[config.mk]
export PLATFORM = sky130hd
export DESIGN_NAME = alu_pipe
export DESIGN_NICKNAME = d
export VERILOG_FILES = /design/src/rtl/alu_pkg.sv /design/src/rtl/alu_pipe_mul.sv /design/src/rtl/alu_pipe.sv
export SDC_FILE = /design/constraint.sdc
export NUM_CORES = 1
export LEC_CHECK = 0
export CORE_MARGIN = 2
export CORE_UTILIZATION = 50
export CTS_CLUSTER_SIZE = 20
export DETAILED_ROUTE_END_ITERATION = 8
export PLACE_DENSITY_LB_ADDON = 0.25
export SLEW_MARGIN = 15
export SYNTH_ARGS = -nofsm -noshare
export SYNTH_HDL_FRONTEND = slang
export SYNTH_SLANG_ARGS = --single-unit
export TNS_END_PERCENT = 50
[constraint.sdc]
create_clock -name clk -period 2.9 [get_ports clk]
set_clock_uncertainty 0.2 [all_clocks]
set_input_delay 0.87 -clock clk [delete_from_list [all_inputs] [get_ports clk]]
set_output_delay 0.87 -clock clk [all_outputs]
set_load 0.03 [all_outputs]
[src/rtl/alu_pkg.sv]
// Shared types and constants for the pipelined ALU and its iterative multiplier.
package alu_pkg;

  localparam int OP_W      = 4;
  localparam int W_DEF     = 8;
  localparam int MUL_STEPS = W_DEF;  // one shift-add step per datapath bit

  typedef enum logic [OP_W-1:0] {
    OP_SETI   = 4'h0,
    OP_SGT    = 4'h1,
    OP_ADDI   = 4'h2,
    OP_SUBI   = 4'h3,
    OP_LOGIC  = 4'h4,
    OP_ADDR   = 4'h5,
    OP_JUMP   = 4'h6,
    OP_SEQ    = 4'h7,
    OP_BONE   = 4'h8,
    OP_BZERO  = 4'h9,
    OP_PARITY = 4'hA,
    OP_LOAD   = 4'hB,
    OP_STORE  = 4'hC,
    OP_SHI    = 4'hD,
    OP_SHR    = 4'hE,
    OP_MUL    = 4'hF
  } op_t;

  typedef enum logic [1:0] {S_IDLE, S_MUL, S_DONE} state_t;

endpackage

[src/rtl/alu_pipe_mul.sv]
// Radix-2 shift-add multiplier: the first step is taken on the start edge, so the
// full product sits in the register W-1 edges later.
module mul_iter #(
  parameter int W = 8
) (
  input  logic           clk,
  input  logic           reset,
  input  logic           start,
  input  logic [W-1:0]   a,
  input  logic [W-1:0]   b,
  output logic           busy,
  output logic           done,
  output logic [2*W-1:0] product
);

  localparam int CW = $clog2(W) + 1;

  logic [W-1:0]   mcand, m_src;
  logic [2*W-1:0] p_src;
  logic [W:0]     sum;
  logic [CW-1:0]  cnt;

  // Upper half accumulates the multiplicand; lower half shifts the multiplier out.
  assign m_src = start ? a : mcand;
  assign p_src = start ? {{W{1'b0}}, b} : product;
  assign sum   = {1'b0, p_src[2*W-1:W]} + (p_src[0] ? {1'b0, m_src} : '0);
  // High while the final step is being taken this cycle.
  assign done  = busy && (cnt == CW'(W - 1));

  always_ff @(posedge clk or posedge reset) begin
    if (reset) begin
      busy    <= 1'b0;
      cnt     <= '0;
      mcand   <= '0;
      product <= '0;
    end else if (start) begin
      busy    <= 1'b1;
      cnt     <= CW'(1);
      mcand   <= a;
      product <= {sum, p_src[W-1:1]};
    end else if (busy) begin
      product <= {sum, p_src[W-1:1]};
      cnt     <= cnt + CW'(1);
      if (done) busy <= 1'b0;
    end
  end

endmodule

[src/rtl/alu_pipe.sv]
// Registered ALU with valid/ready handshake; MUL runs iteratively and stalls the input.
module alu_pipe
  import alu_pkg::*;
#(
  parameter int W     = MUL_STEPS,
  parameter int IMM_W = 5,
  parameter int SH_W  = $clog2(W) + 1
) (
  input  logic             clk,
  input  logic             reset,
  input  logic             in_valid,
  output logic             in_ready,
  input  logic [OP_W-1:0]  op,
  input  logic             flag,
  input  logic [IMM_W-1:0] imm,
  input  logic [W-1:0]     acc_in,
  input  logic [W-1:0]     reg_in,
  output logic             out_valid,
  input  logic             out_ready,
  output logic [W-1:0]     out,
  output logic [W-1:0]     out_hi,
  output logic             carry,
  output logic             br_comp
);

  state_t         state, state_next;
  op_t            op_e;
  logic           accept, mul_start, mul_busy, mul_done;
  logic [2*W-1:0] product;
  logic [W-1:0]   imm_ext, r_out;
  logic           r_carry, r_br;
  logic [W:0]     sum_i, sum_r;

  assign op_e      = op_t'(op);
  assign in_ready  = (state == S_IDLE) && (!out_valid || out_ready);
  assign accept    = in_valid && in_ready;
  assign mul_start = accept && (op_e == OP_MUL);
  assign imm_ext   = W'(imm);
  assign sum_i     = {1'b0, acc_in} + {1'b0, imm_ext};
  assign sum_r     = {1'b0, acc_in} + {1'b0, reg_in};

  // Full amount is range-checked before narrowing, so large amounts flush to zero.
  function automatic logic [W-1:0] shift(input logic [W-1:0] v, input logic [W-1:0] amt,
                                         input logic right);
    if (amt >= W'(W)) return '0;
    return right ? v >> amt[SH_W-1:0] : v << amt[SH_W-1:0];
  endfunction

  always_comb begin
    r_out   = '0;
    r_carry = 1'b0;
    r_br    = 1'b0;
    case (op_e)
      OP_SETI:   r_out = imm_ext;
      OP_SGT:    r_out = W'(acc_in > reg_in);
      OP_ADDI:   {r_carry, r_out} = sum_i;
      OP_SUBI:   begin r_out = acc_in - imm_ext; r_carry = (acc_in >= imm_ext); end
      OP_LOGIC:  r_out = flag ? (acc_in ^ reg_in) : (acc_in | reg_in);
      OP_ADDR:   {r_carry, r_out} = sum_r;
      OP_JUMP:   r_br = 1'b1;
      OP_SEQ:    r_out = W'(acc_in == reg_in);
      OP_BONE:   r_br = (acc_in == W'(1));
      OP_BZERO:  r_br = (acc_in == '0);
      OP_PARITY: r_out = W'(^acc_in);
      OP_LOAD:   r_out = reg_in;
      OP_STORE:  r_out = acc_in;
      OP_SHI:    r_out = shift(acc_in, imm_ext, flag);
      OP_SHR:    r_out = shift(acc_in, reg_in, flag);
      default:   ;
    endcase
  end

  mul_iter #(.W(W)) u_mul (
    .clk     (clk),
    .reset   (reset),
    .start   (mul_start),
    .a       (acc_in),
    .b       (reg_in),
    .busy    (mul_busy),
    .done    (mul_done),
    .product (product)
  );

  always_ff @(posedge clk or posedge reset) begin
    if (reset) state <= S_IDLE;
    else       state <= state_next;
  end

  always_comb begin
    state_next = state;
    case (state)
      S_IDLE:  if (mul_start) state_next = S_MUL;
      S_MUL:   if (mul_done) state_next = S_DONE;
               else if (!mul_busy) state_next = S_IDLE;
      S_DONE:  state_next = S_IDLE;
      default: state_next = S_IDLE;
    endcase
  end

  // Output register: MUL completion, then single-cycle results, then drain.
  always_ff @(posedge clk or posedge reset) begin
    if (reset) begin
      out_valid <= 1'b0;
      out       <= '0;
      out_hi    <= '0;
      carry     <= 1'b0;
      br_comp   <= 1'b0;
    end else if (state == S_DONE) begin
      out_valid <= 1'b1;
      out       <= product[W-1:0];
      out_hi    <= product[2*W-1:W];
      carry     <= 1'b0;
      br_comp   <= 1'b0;
    end else if (accept && !mul_start) begin
      out_valid <= 1'b1;
      out       <= r_out;
      out_hi    <= '0;
      carry     <= r_carry;
      br_comp   <= r_br;
    end else if (out_ready) begin
      out_valid <= 1'b0;
    end
  end

endmodule
---- Word-level counts from Yosys, hierarchy flattened ----
Index checks and enable logic that the tools add are counted.
cells by class
  add/subtract/negate cells ............... 5
  order comparisons ....................... 4
  eq/ne operators ......................... 22
  shifts and indexed selects .............. 4
  mux-type cells .......................... 39
  bitwise operators ....................... 2
  reduce and logical (&&, ||, !) cells .... 16
operators with widths
  kind                count
  $mux 8              13
  $pmux 8 s12         1
  $mux 16             3
  $eq 4x4->1 const B  8
  $eq 4x3->1 const B  5
  $shl 8x4->8         2
  $shr 8x4->8         2
  $mux 1              14
  $add 8x5->9         1
  $add 8x8->9         1
  $add 8x9->9         1
  $eq 4x2->1 const B  2
  $eq 8x1->1 const B  1
  $eq 8x8->1          1
  $ge 8x4->1 const B  1
  $ge 8x5->1          1
  $gt 8x8->1          1
  $logic_not 8->1     1
  $mux 4              2
  $or 8x8->8          1
  $reduce_xor 8->1    1
  $sub 8x5->8         1
  $xor 8x8->8         1
  $mux 2              3
  other kinds (17)    24
storage, ports and cells
  flip-flop bits (word level) ............. 50
  bits of input ports ..................... 30

---- Logic depth before layout (Yosys ltp) ----
  depth in word-level cells ............... 10
  gate-level depth with buffers ........... 16

---- By module ----
Synthesis repeated with hierarchy kept, for this count alone.
second synthesis, totals
  cells, all modules ...................... 675
  area total of the unflattened synthesis .. 5,621.6 um^2
modules (own cells, without submodules)
  module    times used  cells each  area each (um^2)  seq. area each (um^2)
  alu_pipe  1           517         3,918.8           525.5
  mul_iter  1           158         1,702.9           725.7

---- Worst setup path before layout ----
No wires, ideal clock.
  path kind ............................... input port to flip-flop
  start ................................... input port op[3]
  end ..................................... register u_mul.product[13]
  library setup time ...................... 136 ps
  arrival ................................. 3,273 ps
  setup slack ............................. -709 ps
  cell stages on the path ................. 15
  path buffers ............................ 2
  path through ............................ buf_2 > nand4_1 > or2_1 > clkbuf_1 > a21oi_2 > nor2b_1 > ha_1 > inv_1 > fa_1 > nor2b_1 > o21a_1 > o21ai_0 > nand2b_1 > a211oi_1 > o31ai_1
on the way
  word-level cells in the longest chain between the ends .. 7
ends and longest elaborated chain
  item                               RTL line            RTL
  start, declared                    alu_pipe.sv:13      input logic [OP_W-1:0] op,
  $eq 4x4->1 *                       alu_pipe.sv:37      assign mul_start = accept && (op_e == OP_MUL);
  $logic_and 1x1->1 *                alu_pipe.sv:37
  $mux 8 or $mux 16 (tied branches)  -
  $mux 8                             alu_pipe_mul.sv:26  assign sum = {1'b0, p_src[2*W-1:W]} + (p_src[0] ? {1'b0, m_src} : '0);
  $add 8x9->9                        alu_pipe_mul.sv:26
  $mux 16                            alu_pipe_mul.sv:41  end else if (busy) begin
  $mux 16                            alu_pipe_mul.sv:36  end else if (start) begin
  end signal, assigned               alu_pipe_mul.sv:40  product <= {sum, p_src[W-1:1]};
  end signal, assigned               alu_pipe_mul.sv:42  product <= {sum, p_src[W-1:1]};
  end, declared                      alu_pipe_mul.sv:13  output logic [2*W-1:0] product
Mark *: on every way between the ends. The rest lies on a longest branch, timed or not. The select of a mux whose other input is x is not followed.
A chain may end at the register's enable or synchronous reset.

---- Final worst setup path ----
  start ................................... input port op[3]
  end ..................................... register u_mul.product[14]
The elaborated chain is that of the path after synthesis.

==> out/results.txt <==
For this design the ratio of total power to cell area is 405.2 nW/µm². Global routing used 58.90% of the available met2 tracks. The I/O pin total is 50, and the maximum number of pins on one net before global-route repair is 38.

The first global-routing pass estimated 32830 µm of wire. The H-tree was split into 2 levels. Measured against its own limit, the worst slew margin works out to 34.06%.

The run finished, with violations left. In this run, the number of DRC markers left after iteration 0 of detailed routing was 714. Input and output buffers added on the ports amount to 49. For this run, the top clock speed supported by timing is 319.7 MHz.

The number of nets handed over by synthesis was 764. For the cell area after synthesis, the log shows 5604 µm². The worst setup path is of the in -> reg kind. Routability-driven placement finished with a final weighted congestion of 1.030. After clock tree synthesis, the clock-pin slew on the worst setup and hold paths is 0.10 ns. The die covers 12070 µm². Of all cell types, the one taking the most synthesized area is dfrtp_1. Summed over all layers, the global routing overflow is 0. The initial antenna violation count came out at 1. The power spent charging and discharging nets was 1.361 mW; the final core area utilization was 75.96%. Setup violations remaining at the end of the flow were counted as 12. The relative area change from synthesis to final layout works out to 47.58%. The share of total power dissipated in the clock network is 15.2%. The number of nets still failing antenna checks after routing is 0. Buffers inserted during clock tree synthesis total 5. Summed over all nets, the half-perimeter wirelength after detailed placement is 16130 µm. The tightest min-delay check is of the reg -> reg type.

The largest individual stage delay along the critical path comes from the cell ha_1. After detailed routing, the number of vias per cell comes to 6.324. Sequential elements use 22.33% of the synthesized area. For the worst-skew pair, the clock arrives at the later sink with an insertion delay of 0.32 ns.

In this run the cell area measured after placement is 7516 µm². The run gives 6262 as the via count of the first global-routing pass. Setup repair after global routing could not meet its margin everywhere. Summed over all cells, the static leakage comes to 3.687 nW. The logs give 790 for the filler cell count and 35.61% for the global-route usage over all layers. TritonCTS built the clock tree. The worst setup path is launched from a primary input. The post-route fraction of the period consumed by the critical path works out to 107.8%. The top cell type's share of synthesized area was 22.33%; the gate count after technology mapping was 679. The number of buffers between clock root and the deepest sink is 2. The setup slack of the critical path after layout was -0.2275 ns; the unique cell type count in the Yosys netlist was 82. For the pin with the worst max-slew slack, the measured transition is 0.9854 ns. For the count of final hold-check violations, the log shows 0. Subtracting the final worst setup slack from the clock period gives 3.127 ns. The endpoint required time on the critical path was 2.87 ns. The final count of pins violating max slew came out at 0.

In the synthesized netlist the dominant register cell turns out to be dfrtp_1. The core outline area was 10890 µm²; the total power consumption of the routed design was 3.351 mW. The checks that failed: setup timing.

The tools report the clock root buffer as clkbuf_8. The endpoint arrival time on the critical path is 3.10 ns, and the number of flops mapped to enable cells by yosys is 0. The biggest cell delay along the critical path was 0.28 ns. Cell internal power was estimated by the tool at 1.990 mW. The critical path goes through buf_6 > nand4_1 > buf_4 > or2_4 > a21oi_4 > nor2_1 > ha_1 > a21o_1 > a21oi_2 > o21ai_2 > o41ai_2 > xor2_1 > o21ai_1. The switching portion of total power is 40.62%, and the total detailed-routing wirelength is 21920 µm.

The Yosys warning count came out at 0. The per-cell routed wire length works out to 21.42 µm. After routing the design area is 8270 µm². The tools report the critical path capture point type as a flop. Summing over every cut layer, the via total after detailed routing is 6469. The first-pass iteration count of the detailed router was 5; the met1 routing resource usage after global routing was 44.67%.

In the routed design, unresolved DRC markers number 0. Global routing used 5.335% of the available met3 tracks. The run gives 0 as the number of hold buffers added after cts. The library cells used most frequently in the layout, excluding fill and tap cells, are 180 x buf_4, 60 x nand2_1, 50 x dfrtp_1. Along the worst path, the maximum fanout reaches 6. The die is 109.9 µm tall.

Of the cells placed in the final design, the portion with a size suffix greater than 1 is 37.64%. The tools report the fraction of power consumed by sequential logic as 30.1%. Sorting the synthesized cells by area gives the leading types as dfrtp_1 22%, ha_1 11%, o21ai_0 5.2%, mux4_2 4.4%, nand2_1 4.3%. In this run, placement finished with an instance count of 1000.

The flip-flop and latch count after synthesis works out to 50. The logs give 457.7 µV for the worst vdd rail ir drop and 966 for the layout net count. Combinational logic burns 54.7% of the power. In the synthesized netlist the async set-or-reset flop fraction comes to 100.0%. Dividing the synthesized area by the synthesized cell count gives 8.253 µm².

The library cell used most frequently in the layout, excluding fill and tap cells, is buf_4. Busiest metal layer after global routing: met2. The tree built by TritonCTS fans out to 50 sinks.

The final cell count without fillers is 1023, and the width of the die is 109.9 µm. Max-cap violations in this run came to 0. The row count was 38; the initial core utilization was 51.47%.
## routing by layer
layer	wire [µm]	vias up
li1	-	2911
met1	8924	3150
met2	10520	331
met3	1454	77
met4	1019	0
met5	0	-
## cells in the mapped netlist, drive strengths merged, types with 10 or more instances
master   n
a211oi  15
a21oi   34
a22o    13
a22oi   11
and2    13
buf     21
clkbuf  29
dfrtp   50
ha      51
inv     32
mux2i   18
mux4    13
nand2   65
nand2b  10
nand3   11
nor2    51
nor2b   24
nor3    11
o21ai   59
## layout make-up
type | count | area [µm²] | area share (%)
inverters | 34 | 131.4 | 1.589
multi-input cells | 546 | 4588 | 55.48
flip-flops and latches | 50 | 1251 | 15.13
repair buffers | 244 | 2009 | 24.30
diodes | 1 | 2.502 | 0.03026
well taps | 140 | 175.2 | 2.118
clock buffers | 5 | 68.82 | 0.8321
clock inverters | 3 | 43.79 | 0.5295
## logic make-up after synthesis
family / share of synthesized area, %
compound gates: 26.03
xor+xnor: 2.501
fa+ha+maj: 12.82
buf+inv: 6.385
flops: 22.33
mux: 9.377
simple gates: 20.56
## what timing repair did
item,4_1_cts,5_1_grt
buffers inserted,11,4
cloned,1,0
pin swaps,36,19
endpoints found under the setup margin,18,13
resized for setup,139,43
## per-stage QoR
step | hold slack [ns] | setup WS, ns | setup TNS (ns)
2_1_floorplan | 0.2362 | -0.4327 | -2.242
3_3_place_gp | 0.2659 | -0.9884 | -12.91
3_5_place_dp | 0.2698 | -1.113 | -14.17
4_1_cts | 0.2745 | -0.2731 | -0.8496
5_1_grt | 0.3189 | -0.2792 | -2.095
6_report | 0.2905 | -0.2275 | -1.316
## worst paths after layout
path | slack (ns) | endpoint | startpoint | cells after the start
worst max-delay path | -0.23 | u_mul.product[14]$_DFFE_PP0P_ | op[3] | 13
worst min-delay path | 0.29 | u_mul.mcand[2]$_DFF_PP0_ | u_mul.mcand[2]$_DFF_PP0_ | 2
min in group asynchronous | 0.61 | u_mul.product[5]$_DFFE_PP0P_ | reset | 2
worst max register to register | -0.10 | u_mul.product[14]$_DFFE_PP0P_ | state[1]$_DFFE_PP0P_ | 14
worst min register to register | 0.29 | u_mul.mcand[2]$_DFF_PP0_ | u_mul.mcand[2]$_DFF_PP0_ | 2
max in group asynchronous | 1.39 | u_mul.mcand[1]$_DFF_PP0_ | reset | 3
## state kept, by name, indices dropped and copies added (netlist names)
name,cells
out_valid,1
carry,1
u_mul.product,16
u_mul.cnt,4
u_mul.busy,1
out_hi,8
out,8
u_mul.mcand,8
state,2
br_comp,1
## worst max-delay path, delay by kind of cell
kind                       cells  cell delay, ns
AOI/OAI and AO/OA              6            0.98
and+or+nand+nor                3            0.50
adders and majority gates      1            0.28
buffers and inverters          2            0.26
xor gates and xnor gates       1            0.19
## power groups by stage
stage / registers, mW / clock network, mW / logic (mW)
6_report: 1.01 / 0.510 / 1.83
5_1_grt: 1.03 / 0.535 / 1.96
4_1_cts: 1.00 / 0.511 / 1.70
3_5_place_dp: 1.01 / 0 / 1.57
3_3_place_gp: 1.01 / 0 / 1.51
2_1_floorplan: 1.01 / 0 / 0.923
Power figures use the tool's default switching activity.
